--- config.mk ---
export PLATFORM = sky130hd
export DESIGN_NAME = bridge_out_encoder
export DESIGN_NICKNAME = d
export VERILOG_FILES = /design/src/rtl/bridge_pkg.sv /design/src/rtl/bridge_evt_fifo.sv /design/src/rtl/bridge_out_encoder.sv
export SDC_FILE = /design/constraint.sdc
export NUM_CORES = 1
export LEC_CHECK = 0
export CAP_MARGIN = 20
export CORE_MARGIN = 2
export CORE_UTILIZATION = 40
export DETAILED_ROUTE_END_ITERATION = 8
export GPL_ROUTABILITY_DRIVEN = 0
export PLACE_DENSITY = 0.55
export SETUP_SLACK_MARGIN = 0.5
export SYNTH_ARGS = -nofsm -noshare
export SYNTH_HDL_FRONTEND = slang
export SYNTH_SLANG_ARGS = --single-unit
--- constraint.sdc ---
create_clock -name clk -period 4.2 [get_ports clk]
set_clock_uncertainty 0.1 [all_clocks]
set_input_delay 1.05 -clock clk [delete_from_list [all_inputs] [get_ports clk]]
set_output_delay 1.05 -clock clk [all_outputs]
set_load 0.05 [all_outputs]
--- src/rtl/bridge_pkg.sv ---
// Shared constants and helpers for the bridge output encoder.
// Covers the word width, the event field layout and the scan state encoding.
package bridge_pkg;

    localparam int Y_W   = 42;
    localparam int IDX_W = 6;
    localparam int EV_W  = 16;

    localparam int EV_LAST   = 15;
    localparam int EV_SEQ_HI = 14;
    localparam int EV_SEQ_LO = 7;
    localparam int EV_LVL    = 6;
    localparam int EV_IDX_HI = 5;

    typedef enum logic {
        ST_IDLE = 1'b0,
        ST_SCAN = 1'b1
    } state_t;

    function automatic logic [EV_W-1:0] ev_pack(
        input logic             last,
        input logic [7:0]       seq,
        input logic             lvl,
        input logic [IDX_W-1:0] idx
    );
        logic [EV_W-1:0] v;
        v                       = '0;
        v[EV_LAST]              = last;
        v[EV_SEQ_HI:EV_SEQ_LO]  = seq;
        v[EV_LVL]               = lvl;
        v[EV_IDX_HI:0]          = idx;
        return v;
    endfunction

endpackage

--- src/rtl/bridge_evt_fifo.sv ---
// Show-ahead synchronous FIFO for change events.
// A push is accepted on a full FIFO when a pop happens in the same cycle.
module bridge_evt_fifo #(
    parameter int DEPTH = 8,
    parameter int W     = 16
) (
    input  logic         clk,
    input  logic         rst_n,
    input  logic         i_push,
    input  logic [W-1:0] i_data,
    input  logic         i_pop,
    output logic [W-1:0] o_data,
    output logic         o_full,
    output logic         o_empty
);

    localparam int AW = $clog2(DEPTH);

    logic [W-1:0]  r_mem [DEPTH];
    logic [AW-1:0] r_wr;
    logic [AW-1:0] r_rd;
    logic [AW:0]   r_count;
    logic          w_do_pop;
    logic          w_do_push;

    assign o_empty   = (r_count == '0);
    assign o_full    = (r_count == (AW+1)'(DEPTH));
    assign w_do_pop  = i_pop && !o_empty;
    assign w_do_push = i_push && (!o_full || w_do_pop);

    // Gate the head with empty so the output reads zero out of reset.
    assign o_data = o_empty ? '0 : r_mem[r_rd];

    always_ff @(posedge clk) begin
        if (w_do_push)
            r_mem[r_wr] <= i_data;
    end

    always_ff @(posedge clk or negedge rst_n) begin
        if (!rst_n) begin
            r_wr    <= '0;
            r_rd    <= '0;
            r_count <= '0;
        end else begin
            if (w_do_push)
                r_wr <= r_wr + AW'(1);
            if (w_do_pop)
                r_rd <= r_rd + AW'(1);
            case ({w_do_push, w_do_pop})
                2'b10:   r_count <= r_count + (AW+1)'(1);
                2'b01:   r_count <= r_count - (AW+1)'(1);
                default: r_count <= r_count;
            endcase
        end
    end

endmodule

--- src/rtl/bridge_out_encoder.sv ---
// Turns bit changes of the bridge FSM output word into a stream of per-bit events.
// Strobes that arrive during a scan wait in a single pending slot.
module bridge_out_encoder #(
    parameter int Y_W   = bridge_pkg::Y_W,
    parameter int DEPTH = 8
) (
    input  logic           clk,
    input  logic           rst,
    input  logic [Y_W-1:0] y_in,
    input  logic           y_stb,
    input  logic           ev_ready,
    output logic           ev_valid,
    output logic [15:0]    ev_data,
    input  logic           ovr_clr,
    output logic           overrun,
    output logic           busy
);

    import bridge_pkg::*;

    state_t           r_state;
    logic [Y_W-1:0]   r_base;
    logic [Y_W-1:0]   r_mask;
    logic [Y_W-1:0]   r_pend_word;
    logic             r_pend_vld;
    logic [7:0]       r_seq;
    logic             r_ovr;

    logic [Y_W-1:0]   w_word;
    logic [Y_W-1:0]   w_diff;
    logic [Y_W-1:0]   w_mask_nxt;
    logic [IDX_W-1:0] w_idx;
    logic             w_last;
    logic             w_start;
    logic             w_ovr_set;
    logic             w_pop;
    logic             w_push;
    logic             w_can_push;
    logic             w_full;
    logic             w_empty;
    logic [EV_W-1:0]  w_ev;

    // A held snapshot is older than a strobe arriving now, so it goes first.
    assign w_word  = r_pend_vld ? r_pend_word : y_in;
    assign w_diff  = w_word ^ r_base;
    assign w_start = (r_state == ST_IDLE) && (r_pend_vld || y_stb);

    assign w_ovr_set = y_stb && r_pend_vld && (r_state == ST_SCAN);

    always_comb begin
        w_idx = '0;
        for (int i = Y_W - 1; i >= 0; i--)
            if (r_mask[i])
                w_idx = IDX_W'(i);
    end

    assign w_mask_nxt = r_mask & (r_mask - Y_W'(1));
    assign w_last     = (w_mask_nxt == '0);
    assign w_ev       = ev_pack(w_last, r_seq, r_base[w_idx], w_idx);

    assign w_pop      = ev_valid && ev_ready;
    assign w_can_push = !w_full || w_pop;
    assign w_push     = (r_state == ST_SCAN) && w_can_push;

    bridge_evt_fifo #(
        .DEPTH (DEPTH),
        .W     (EV_W)
    ) u_fifo (
        .clk     (clk),
        .rst_n   (rst),
        .i_push  (w_push),
        .i_data  (w_ev),
        .i_pop   (w_pop),
        .o_data  (ev_data),
        .o_full  (w_full),
        .o_empty (w_empty)
    );

    assign ev_valid = !w_empty;
    assign overrun  = r_ovr;
    assign busy     = (r_state == ST_SCAN) || r_pend_vld;

    always_ff @(posedge clk or negedge rst) begin
        if (!rst) begin
            r_state     <= ST_IDLE;
            r_base      <= '0;
            r_mask      <= '0;
            r_pend_word <= '0;
            r_pend_vld  <= 1'b0;
            r_seq       <= '0;
            r_ovr       <= 1'b0;
        end else begin
            case (r_state)
                ST_IDLE: begin
                    if (w_start) begin
                        r_base <= w_word;
                        if (w_diff != '0) begin
                            r_mask  <= w_diff;
                            r_state <= ST_SCAN;
                        end
                    end
                    if (r_pend_vld) begin
                        r_pend_vld <= y_stb;
                        if (y_stb)
                            r_pend_word <= y_in;
                    end
                end
                ST_SCAN: begin
                    if (w_push) begin
                        r_mask <= w_mask_nxt;
                        if (w_last) begin
                            r_seq   <= r_seq + 8'd1;
                            r_state <= ST_IDLE;
                        end
                    end
                    if (y_stb) begin
                        r_pend_vld  <= 1'b1;
                        r_pend_word <= y_in;
                    end
                end
                default: r_state <= ST_IDLE;
            endcase

            if (w_ovr_set)
                r_ovr <= 1'b1;
            else if (ovr_clr)
                r_ovr <= 1'b0;
        end
    end

endmodule

---- After elaboration in Yosys (flattened, before gate mapping) ----
Memories as Yosys holds them, arrays and structs flattened.
Cells that the tools add are included.
cells by class
  reductions and logical operators ........ 21
  bitwise logic cells ..................... 3
  magnitude comparators ................... 1
  mux-type cells .......................... 66
  add/subtract/negate cells ............... 6
  equality and inequality tests ........... 8
operators by type and width
  kind                   number
  $mux 42                6
  $mux 6                 42
  $pmux 42 s2            2
  $and 42x42->42         1
  $logic_not 42->1       1
  $reduce_bool 42->1     1
  $sub 42x1->42 const B  1
  $xor 42x42->42         1
  $mux 16                1
  $mux 1                 11
  $add 8x1->8 const B    1
  $pmux 4 s2             1
  $logic_and 1x1->1      7
  $lt 6x7->1 const B     1
  $add 3x1->3 const B    2
  $bmux 1 s6             1
  $ne 2x2->1 const B     3
  $reduce_and 3->1       2
  $add 4x1->4 const B    1
  $eq 4x4->1 const B     1
  $logic_not 4->1        1
  $logic_or 1x1->1       4
  $ne 2x1->1 const B     2
  $pmux 1 s2             2
  other kinds (7)        9
storage, ports and cells
  word-level logic and storage cells ...... 116
  memory bits (writable) .................. 128
  output and inout bits ................... 19
  memories kept ........................... 1
  input port bits ......................... 47
  register bits after elaboration ......... 147
memories
  memory        depth  width  rd ports  clocked after memory_dff  wr ports  line                   source
  u_fifo.r_mem  8      16     1         0                         1         bridge_evt_fifo.sv:19  logic [W-1:0] r_mem [DEPTH];

---- Depth between registers and ports, before layout ----
Gate-level depths: netlist (run 1).
  depth in word-level cells ............... 44
  gate-level depth with buffers ........... 12
  gate-level depth less buffers ........... 11

---- Hierarchy ----
Synthesis (run 1) repeated with hierarchy kept, for this count alone.
second synthesis, totals
  cell total of the unflattened synthesis .. 1060
  area total of the unflattened synthesis .. 13221.4 µm²
modules (own cells, without submodules)
  module              area an instance (µm²)  cells an instance  seq. area each (µm²)  instances
  bridge_out_encoder  7653.6                  776                3428.3                1
  bridge_evt_fifo     5567.8                  284                4093.9                1

---- Worst setup path after synthesis (run 1) ----
Ideal clock, no wire load.
  kind .................................... input to register
  from .................................... in ev_ready
  to ...................................... mem u_fifo.r_mem[2][0], enable pin
  path slack .............................. 0.286 ns
  required time ........................... 3.664 ns
  path buffers ............................ 0
  stages .................................. 5
  data arrival time ....................... 3.378 ns
  library setup time ...................... 0.436 ns
  cell sequence ........................... nand2b_1 -> nor2_1 -> nor2_1 -> inv_2 -> nor4b_1
on the way
  word-level cells in the longest chain between the ends .. 6
  elaborated cells on any way between the ends .. 8
  those cells by class .................... mux (2); reduce/logical (6)
ends and longest elaborated chain
  what                                                          line                                             source
  start: declaration                                            bridge_out_encoder.sv:11                         input logic ev_ready,
  $logic_and 1x1->1 *                                           bridge_out_encoder.sv:61                         assign w_pop = ev_valid && ev_ready;
  $logic_or 1x1->1 / $logic_and 1x1->1 (equally long branches)  bridge_out_encoder.sv:62, bridge_evt_fifo.sv:28
  $logic_and 1x1->1 / $logic_or 1x1->1 (equally long branches)  bridge_out_encoder.sv:63, bridge_evt_fifo.sv:29
  $logic_and 1x1->1 *                                           bridge_evt_fifo.sv:29                            assign w_do_push = i_push && (!o_full || w_do_pop);
  $mux 1 *                                                      bridge_evt_fifo.sv:35                            if (w_do_push)
  $mux 1 (not written as such) *                                bridge_evt_fifo.sv:36                            r_mem[r_wr] <= i_data;
  end: declaration                                              bridge_evt_fifo.sv:19
Every way passes the cells marked *; elsewhere a longest branch is shown, timed or not.

---- Worst setup path after layout (run 1) ----
  from .................................... reg u_fifo.r_rd[0]
  to ...................................... out ev_data[4]
on the way
  word-level cells in the longest chain between the ends .. 2
ends and longest elaborated chain
  what                      line                      source
  start: declaration        bridge_evt_fifo.sv:21     logic [AW-1:0] r_rd;
  start signal: assignment  bridge_evt_fifo.sv:48     r_rd <= r_rd + AW'(1);
  $mem_v2 8x16              n/a
  $mux 16                   bridge_evt_fifo.sv:32     assign o_data = o_empty ? '0 : r_mem[r_rd];
  end: declaration          bridge_out_encoder.sv:13  output logic [15:0] ev_data,
Every way passes these cells.

==> results.py, run 1 <==
metrics = {
    "layout": {
        "final_util": 0.486,
        "multi_input_area_mm2": 0.00540,
        "drive_gt1_frac": 0.199,
        "register_area_mm2": 0.00753,
        "final_cell_mix": "dfrtp_1 (145), edfxtp_1 (128), nand2_1 (100), o21ai_0 (73), mux2i_1 (66)",
        "nFillCells": 2903,
        "nets": 1189,
        "syn_to_final_growth_pct": 19.9,
        "antennaDiodeCount": 0,
        "finalNonFillerCells": 1601,
        "final_common_cell": "dfrtp_1",
    },
    "grt": {
        "grt-ovfl-total": 0,
        "grt_pass1_vias": 8753,
        "grt_pass1_wl_mm": 52.0,
        "grt_max_degree": 86,
        "track_usage": 0.198,
        "grt_antenna_before_repair": 0,
    },
    "sta": {
        "setup_tns_ps": 0,
        "setup_slack_ps": 581,
        "final_max_slew_viol_count": 0,
        "fmax_mhz": 276,
        "hold_viol": 0,
        "worstMarginPinSlew_ps": 1020,
        "period_share": 0.862,
        "setup_viol_count_final": 0,
        "rsz0062_at_grt": "true",
        "max_slew_margin": 0.319,
        "period_minus_slack_ps": 3620,
    },
    "pwr": {
        "p_leak_nw": 6.34,
        "power_mw": 13.2,
        "power_density_mw_per_mm2": 838,
        "irDropWorstVdd_uv": 515,
    },
    "routing": {
        "via_per_inst": 5.49,
        "drtPass1Iterations": 5,
        "wl_per_cell_um": 21.0,
        "vias": 8790,
        "antenna_left": 0,
        "drtIter0Drc": 725,
        "drc_errors": 0,
        "drt-total-wl_mm": 33.6,
    },
    "die": {
        "core_mm2": 0.0325,
        "io_pins": 66,
        "fp-row-count": 66,
        "die_w_um": 185,
        "die-area_mm2": 0.0343,
        "initial_core_util": 0.405,
        "die_y_um": 185,
    },
    "clocking": {
        "clock_sinks": 275,
        "cts_tree": "yes",
        "htreeDepth": 1,
        "postCtsHoldBufs": 0,
        "root_buffer": "clkbuf_16",
        "cts_made_buffers": 30,
        "clk-insertion-delay-late_ps": 560,
        "cts.reportedPaths.clkPinSlew_ps": 60,
        "clock_path_buffers": 3,
    },
    "critical_path": {
        "worstPathMaxFanout": 17,
        "cp.buffers_inverters": 2,
        "path_cells": "buf_16 -> mux4_2 -> mux2i_1 -> nor2_1 -> dlygate4sd2_1",
        "critPathMaxStageDelay_ps": 530,
        "crit_path_top_delay_cell": "mux4_2",
        "start_kind": "register",
        "path_class": "register to output pin",
        "cp_data_required_time_ps": 3050,
        "end_kind": "output pin",
        "worstPathArrival_ps": 2470,
        "crit_family": "multiplexers",
    },
    "yosys": {
        "synth_ff_type": "dfrtp_1",
        "yosys.area.top_type": "edfxtp_1",
        "ys_ff_latch": 275,
        "syn-cell-area_mm2": 0.0132,
        "yosys_warnings": 0,
        "netlist_instances": 1043,
        "synth.avg_cell_area_um2": 12.6,
        "seq_area_frac_synth": 0.572,
        "yosysTopAreaCellShare": 0.292,
        "async_flop_share": 0.535,
        "synth-edff-count": 128,
        "syn_nets": 1097,
        "synth_area_leaders": "edfxtp_1 (29%), dfrtp_1 (28%), mux4_2 (6.0%)",
        "ys_types": 67,
    },
    "placement": {
        "dpl.hpwl_mm": 23.3,
        "dp_slack_ps": 341,
        "dpl.cell_count": 1543,
        "io_buffers": 65,
    },
    "job": {
        "maxCapViolCount": 0,
    },
    "worst_hold_path": {
        "worst_hold_path_type": "register to register",
    },
    "run_status": {
        "status": "completed",
    },
}
==> worst paths after layout <==
check	from	to	slack (ps)	cells past startpoint
max reg2reg	r_mask[21]$_DFFE_PN0P_	r_seq[1]$_DFFE_PN0P_	640	9
min	r_pend_word[25]$_DFFE_PN0P_	r_pend_word[25]$_DFFE_PN0P_	400	1
min reg2reg	r_pend_word[25]$_DFFE_PN0P_	r_pend_word[25]$_DFFE_PN0P_	400	1
max in group asynchronous	rst	r_base[22]$_DFFE_PN0P_	2680	2
max	u_fifo.r_rd[0]$_DFFE_PN0P_	ev_data[4]	580	5
min in group asynchronous	rst	r_mask[13]$_DFFE_PN0P_	460	1
==> flip-flops by register name, summed over array words and instances (netlist names) <==
signal	flops
u_fifo.r_mem	128
r_state	1
r_pend_vld	1
r_mask	42
u_fifo.r_count	4
u_fifo.r_wr	3
overrun	1
u_fifo.r_rd	3
r_seq	8
r_pend_word	42
r_base	42
==> repair_timing <==
action | in CTS | in global routing
setup buffers | 0 | 1
gates resized for setup | 21 | 23
pin swaps | 0 | 3
endpoints found under the setup margin | 27 | 34
cloned | 0 | 1
==> metrics by stage <==
stage	hold WS, ps	area, µm²
2_1_floorplan	371	13200
3_3_place_gp	387	14700
3_5_place_dp	394	14700
4_1_cts	406	15700
5_1_grt	412	15800
6_report	404	15800
==> logic make-up after synthesis <==
logic type | share of synthesized area
adders and majority gates | 0.00951
DFF | 0.572
AOI/OAI and AO/OA | 0.108
muxes | 0.150
buffers and inverters | 0.0264
and+or+nand+nor | 0.0960
xor gates and xnor gates | 0.0380
==> report_power, final <==
group          internal (mW)  leakage [nW]  switching [mW]  total [mW]
clock network           1.73         0.516            1.09        2.81
registers               3.88          2.96           0.673        4.56
logic                   2.27          2.87            3.56        5.84
total                   7.88          6.34            5.33        13.2
==> cell usage after synthesis (4+ instances only) <==
cell type and instances:
a211oi_1 11, a21o_1 6, a21oi_1 14, a22o_1 42, a31oi_1 4, a41oi_1 4, buf_1 14, buf_2 5
clkbuf_1 45, dfrtp_1 147, edfxtp_1 128, ha_1 6, inv_1 23, mux2_2 45, mux2i_1 67, mux4_2 35
nand2_1 101, nand2b_1 8, nand3_1 12, nand4_1 7, nor2_1 56, nor3_1 16, nor4_1 18, o2111ai_1 4
o211a_1 4, o211ai_1 5, o21ai_0 74, o31ai_1 9, or3_1 7, or4_1 11, xnor2_1 54
==> final cells by class <==
cell class,count,area share
multi-input combinational,679,0.343
inverter,24,0.00571
clock inverter,16,0.0139
clock buffer,40,0.0539
tap,442,0.0351
sequential,275,0.477
timing repair buffer,125,0.0715
==> worst register-to-register path, delay by kind of cell (launching register included) <==
kind	cells	cell delay [ps]
buffers and inverters	1	170
muxes	1	320
DFF	1	480
AOI/OAI and AO/OA	1	270
and+or+nand+nor	6	2080
==> routing by layer <==
layer / share of wire / track usage / vias up / wire, µm
li1: - / - / 4113 / -
met1: 0.45 / 0.275 / 4317 / 15100
met2: 0.47 / 0.321 / 286 / 15600
met3: 0.049 / 0.0281 / 74 / 1630
met4: 0.036 / 0.0670 / 0 / 1220
met5: 0 / 0 / - / 0
No activity file was read; power rests on OpenSTA's default activity.
==> inputs of run 2 (changes only) <==
--- a/config.mk
+++ b/config.mk
@@ -12,6 +12,7 @@
 export GPL_ROUTABILITY_DRIVEN = 0
 export PLACE_DENSITY = 0.55
 export SETUP_SLACK_MARGIN = 0.5
+export SKIP_CTS_REPAIR_TIMING = 1
 export SYNTH_ARGS = -nofsm -noshare
 export SYNTH_HDL_FRONTEND = slang
 export SYNTH_SLANG_ARGS = --single-unit
==> run 2 against run 1 <==
Against the previous run: count of clock-buffer cells in the layout is the same; clock power hardly changed; global-route usage barely moved; highest routed layer unchanged; combinational power grew 1%; power is 0.56% higher; via count hardly changed; critical path depth unchanged; sequential share of layout area fell by 0.20 points; design area grew 0.42%; routed wire length decreased by 0.69%; first-iteration DRC count grew 2.3%; utilization grew 0.20 points.
==> results.py, run 2 (synthesis gave the netlist of run 1 again) <==
metrics = {
    "routing": {
        "met1Wirelength_mm": 14.8,
        "drtPass1Iterations": 5,
        "via_per_inst": 5.49,
        "vias": 8784,
        "antenna_left": 0,
        "drt-total-wl_mm": 33.3,
        "drtIter0Drc": 742,
        "met3WireLength_mm": 1.66,
        "wl_per_cell_um": 20.8,
        "drc_errors": 0,
        "wl_met2_mm": 15.7,
        "routed.top_layer": "met4",
    },
    "run_status": {
        "status": "completed",
    },
    "grt": {
        "grt_pass1_wl_mm": 52.0,
        "grt_antenna_before_repair": 1,
        "track_usage": 0.198,
        "grt_max_degree": 86,
        "grt_pass1_vias": 8707,
        "grt-ovfl-total": 0,
    },
    "sta": {
        "setup_tns_ps": 0,
        "worstMarginPinSlew_ps": 1020,
        "setup_slack_ps": 635,
        "final_max_slew_viol_count": 0,
        "rsz0062_at_grt": "true",
        "holdWs_ps": 403,
        "fmax_mhz": 280,
        "hold_viol": 0,
        "period_minus_slack_ps": 3570,
        "period_share": 0.849,
        "setup_viol_count_final": 0,
        "max_slew_margin": 0.320,
    },
    "layout": {
        "nFillCells": 2896,
        "drive_gt1_frac": 0.197,
        "largest_reg_flops": 128,
        "stdcell_area_mm2": 0.0158,
        "final_cell_mix": "dfrtp_1 (145), edfxtp_1 (128), nand2_1 (100), o21ai_0 (73), mux2i_1 (66)",
        "final_common_cell": "dfrtp_1",
        "largest-register": "u_fifo.r_mem",
        "syn_to_final_growth_pct": 20.4,
        "antennaDiodeCount": 0,
        "nets": 1188,
    },
    "die": {
        "initial_core_util": 0.405,
        "die_w_um": 185,
        "core_mm2": 0.0325,
        "io_pins": 66,
        "die_y_um": 185,
        "fp-row-count": 66,
        "die-area_mm2": 0.0343,
    },
    "critical_path": {
        "critPathMaxStageDelay_ps": 540,
        "start_kind": "register",
        "path_cells": "buf_12 -> mux4_2 -> mux2i_1 -> nor2_1 -> dlymetal6s2s_1",
        "worstPathMaxFanout": 34,
        "crit_path_top_delay_cell": "mux4_2",
        "path_class": "register to output pin",
        "worstPathArrival_ps": 2420,
        "ff2ff_setup_slack_ps": 640,
        "cp_data_required_time_ps": 3050,
        "end_kind": "output pin",
    },
    "clocking": {
        "cts_tree": "yes",
        "cts_made_buffers": 30,
        "htreeDepth": 1,
        "clk-insertion-delay-late_ps": 560,
        "cts.reportedPaths.clkPinSlew_ps": 60,
        "root_buffer": "clkbuf_16",
        "clock_sinks": 275,
        "clock_path_buffers": 3,
    },
    "pwr": {
        "p_int_mw": 7.97,
        "switching_share": 0.400,
        "power_density_mw_per_mm2": 839,
        "power_mw": 13.3,
        "irDropWorstVdd_uv": 424,
        "seqPwrFrac": 0.343,
        "power.share.clock": 0.212,
        "switchingPower_mw": 5.31,
        "combPwrFrac": 0.446,
        "p_leak_nw": 6.46,
    },
    "placement": {
        "io_buffers": 65,
        "place_area_mm2": 0.0147,
        "dp_slack_ps": 341,
        "dpl.hpwl_mm": 23.3,
    },
    "job": {
        "maxCapViolCount": 0,
    },
    "worst_hold_path": {
        "worst_hold_path_type": "register to register",
    },
}
[run 2: cell count changes in the layout (fill, tap and decap cells not counted), sizes merged]
cell,delta
clkbuf,-6
dlygate4sd2,-12
dlymetal6s2s,+17
[run 2: path summary, 6_finish.rpt]
path / start / to / cells after the start
max: u_fifo.r_rd[0]$_DFFE_PN0P_ / ev_data[1] / 5
min: r_pend_word[9]$_DFFE_PN0P_ / r_pend_word[9]$_DFFE_PN0P_ / 1
max reg2reg: r_mask[26]$_DFFE_PN0P_ / r_seq[1]$_DFFE_PN0P_ / 10
min reg2reg: r_pend_word[9]$_DFFE_PN0P_ / r_pend_word[9]$_DFFE_PN0P_ / 1
max in group asynchronous: rst / r_base[22]$_DFFE_PN0P_ / 2
min in group asynchronous: rst / r_mask[9]$_DFFE_PN0P_ / 1
[run 2: area by class of cell]
type | instances | area (µm²) | share of cell area
Tap cell | 442 | 553 | 0.0349
Multi-Input combinational cell | 679 | 5420 | 0.342
Clock inverter | 16 | 219 | 0.0138
Sequential cell | 275 | 7530 | 0.475
Clock buffer | 40 | 850 | 0.0537
Timing Repair Buffer | 124 | 1180 | 0.0744
Inverter | 24 | 90.1 | 0.00569
[run 2: layer usage]
layer | global-route usage | up-vias
li1 | - | 4107
met3 | 0.0281 | 68
met2 | 0.320 | 291
met1 | 0.275 | 4318
met4 | 0.0667 | 0
met5 | 0 | -
[run 2: metrics by stage]
step                      utilization  std cells
after floorplan                     -       1043
after global placement          0.451       1543
after detailed placement        0.451       1543
after CTS                       0.484       1599
after global routing            0.488       1600
final                           0.488       1600
[run 2: power groups by stage]
stage	Sequential, mW	Combinational [mW]	Clock (mW)
2_1_floorplan	4.27	3.98	0
3_3_place_gp	4.56	5.82	0
3_5_place_dp	4.58	5.87	0
4_1_cts	4.53	5.89	2.87
5_1_grt	4.64	6.39	2.99
6_report	4.55	5.92	2.81
[run 2: critical path, delay by kind of cell, from the launching register on]
kind / cells / cell delay, ps
buffers and inverters: 2 / 580
flip-flops: 1 / 370
multiplexers: 2 / 790
AND/OR/NAND/NOR: 1 / 70
==> inputs of run 3 (changes only) <==
--- a/config.mk
+++ b/config.mk
@@ -10,7 +10,7 @@
 export CORE_UTILIZATION = 40
 export DETAILED_ROUTE_END_ITERATION = 8
 export GPL_ROUTABILITY_DRIVEN = 0
-export PLACE_DENSITY = 0.55
+export PLACE_DENSITY = 0.57
 export SETUP_SLACK_MARGIN = 0.5
 export SKIP_CTS_REPAIR_TIMING = 1
 export SYNTH_ARGS = -nofsm -noshare
==> constraint.sdc (replaced) <==
create_clock -name clk -period 3.1 [get_ports clk]
set_clock_uncertainty 0.1 [all_clocks]
set_input_delay 0.775 -clock clk [delete_from_list [all_inputs] [get_ports clk]]
set_output_delay 0.775 -clock clk [all_outputs]
set_load 0.05 [all_outputs]
==> run 3 against run 2 <==
Against the previous run: final cell count increased by 11%; hold slack got worse by 350 ps; combinational power is 98% higher; setup slack worse by 910 ps; first-iteration DRC count is 0.54% lower; global-route usage is 0.76 points higher; the flow now finishes with violations (setup timing); design area rose by 16%; routed wire length grew 9.0%; critical path depth is 6 higher; sequential power grew 31%; register-to-register slack got worse by 910 ps; via count grew 8.2%.
==> results.py, run 3 (synthesis gave the netlist of run 1 again) <==
metrics = {
    "placement": {
        "io_buffers": 65,
        "dp_slack_ps": -355,
        "dpl.hpwl_mm": 24.1,
    },
    "die": {
        "io_pins": 66,
        "die-area_mm2": 0.0343,
        "fp-row-count": 66,
        "die_w_um": 185,
        "initial_core_util": 0.405,
        "core_mm2": 0.0325,
        "die_y_um": 185,
    },
    "run_status": {
        "violations": "setup timing",
        "status": "finished with violations",
    },
    "layout": {
        "largest-register": "u_fifo.r_mem",
        "drive_gt1_frac": 0.398,
        "antennaDiodeCount": 0,
        "largest_reg_flops": 128,
        "nets": 1367,
        "final_common_cell": "buf_4",
        "syn_to_final_growth_pct": 39.5,
        "nFillCells": 2653,
        "final_cell_mix": "buf_4 (189), dfrtp_1 (145), edfxtp_1 (128), nand2_1 (85), o21ai_0 (65)",
    },
    "routing": {
        "drt-total-wl_mm": 36.3,
        "drtIter0Drc": 738,
        "drc_errors": 0,
        "via_per_inst": 5.35,
        "vias": 9506,
        "drtPass1Iterations": 5,
        "antenna_left": 0,
        "wl_per_cell_um": 20.5,
    },
    "sta": {
        "hold_viol": 0,
        "final_max_slew_viol_count": 0,
        "worstMarginPinSlew_ps": 699,
        "rsz0062_at_grt": "true",
        "fmax_mhz": 297,
        "setup_slack_ps": -272,
        "period_minus_slack_ps": 3370,
        "setup_viol_count_final": 20,
        "period_share": 1.09,
        "max_slew_margin": 0.534,
        "setup_tns_ps": -3610,
    },
    "pwr": {
        "power_density_mw_per_mm2": 1150,
        "p_leak_nw": 7.49,
        "irDropWorstVdd_uv": 677,
    },
    "grt": {
        "grt_max_degree": 85,
        "grt_pass1_vias": 9404,
        "grt_antenna_before_repair": 0,
        "grt-ovfl-total": 0,
        "track_usage": 0.206,
        "grt_pass1_wl_mm": 54.0,
    },
    "clocking": {
        "cts_made_buffers": 29,
        "clock_path_buffers": 3,
        "clk-insertion-delay-late_ps": 570,
        "cts.reportedPaths.clkPinSlew_ps": 60,
        "clock_sinks": 275,
        "htreeDepth": 1,
        "cts_tree": "yes",
        "root_buffer": "clkbuf_16",
    },
    "worst_hold_path": {
        "worst_hold_path_type": "input port to asynchronous set/reset pin",
    },
    "critical_path": {
        "crit_top_cell": "nor4_4",
        "crit_path_top_delay_cell": "or4_4",
        "end_kind": "register",
        "cp_data_required_time_ps": 3440,
        "path_cells": "or4_4 -> nor4_4 -> buf_4 -> a41oi_2 -> a2111oi_2 -> o2111ai_2 -> nor4_4 -> nor3b_4 -> buf_6 -> nand4_1 -> xnor2_1",
        "start_kind": "register",
        "worstPathArrival_ps": 3710,
        "cp.buffers_inverters": 2,
        "critPathMaxStageDelay_ps": 540,
        "worstPathMaxFanout": 8,
        "crit_family": "simple AND/OR/NAND/NOR gates",
        "path_class": "register to register",
    },
    "job": {
        "maxCapViolCount": 0,
    },
}
==> run 3: changes by cell type in the layout (fill, tap and decap cells not counted), moves of 8 or more <==
cell / delta
mux2i_1: -22
nand2_4: +10
buf_4: +133
buf_12: +36
buf_6: +17
xnor2_1: -13
nor2_2: +15
o21ai_0: -8
nor2_1: -17
nand2_1: -15
dlymetal6s2s_1: -17
xnor2_2: +12
mux2i_2: +17
==> run 3: routing by layer <==
metal / routed length, µm / up-vias / share of wire / global-route usage
met5: 0 / - / 0 / 0
met4: 973 / 0 / 0.027 / 0.0571
met3: 1630 / 65 / 0.045 / 0.0242
met2: 16700 / 255 / 0.46 / 0.319
met1: 17100 / 4726 / 0.47 / 0.305
li1: - / 4460 / - / -
==> run 3: report_power, final <==
part | internal, mW | total, mW | switching, mW
clock network | 2.08 | 3.51 | 1.44
logic | 5.66 | 11.7 | 6.01
registers | 5.26 | 5.94 | 0.675
total | 13.0 | 21.1 | 8.12
==> run 3: cell type report <==
cell class                 instances  area (µm²)  area share
clock buffer                      42         855      0.0466
clock inverter                    11         121     0.00662
inverter                          24        93.8     0.00511
multi-input combinational        680        6110       0.333
sequential                       275        7530       0.410
tap                              442         553      0.0301
timing repair buffer             303        3090       0.168
==> run 3: worst paths after layout <==
check	from	end	slack, ps	cells past startpoint
min in group clk	u_fifo.r_rd[2]$_DFFE_PN0P_	u_fifo.r_rd[2]$_DFFE_PN0P_	370	1
setup / recovery	r_mask[29]$_DFFE_PN0P_	r_seq[6]$_DFFE_PN0P_	-270	11
setup reg to reg	r_mask[29]$_DFFE_PN0P_	r_seq[6]$_DFFE_PN0P_	-270	11
hold reg to reg	u_fifo.r_rd[2]$_DFFE_PN0P_	u_fifo.r_rd[2]$_DFFE_PN0P_	370	1
hold / removal	rst	r_mask[17]$_DFFE_PN0P_	50	1
max in group asynchronous	rst	r_pend_vld$_DFFE_PN0P_	2170	2
==> run 3: metrics by stage <==
step | instance area (µm²) | power, mW | util | hold slack, ps | cells
after detailed placement | 16300 | 16.5 | 0.502 | 375 | 1689
after floorplan | 13500 | 11.7 | - | 379 | 1043
final | 18300 | 21.1 | 0.565 | 54.0 | 1777
after global placement | 16300 | 16.4 | 0.502 | 363 | 1689
after global routing | 18300 | 22.2 | 0.565 | 84.0 | 1777
after CTS | 17300 | 20.1 | 0.532 | 56.9 | 1742
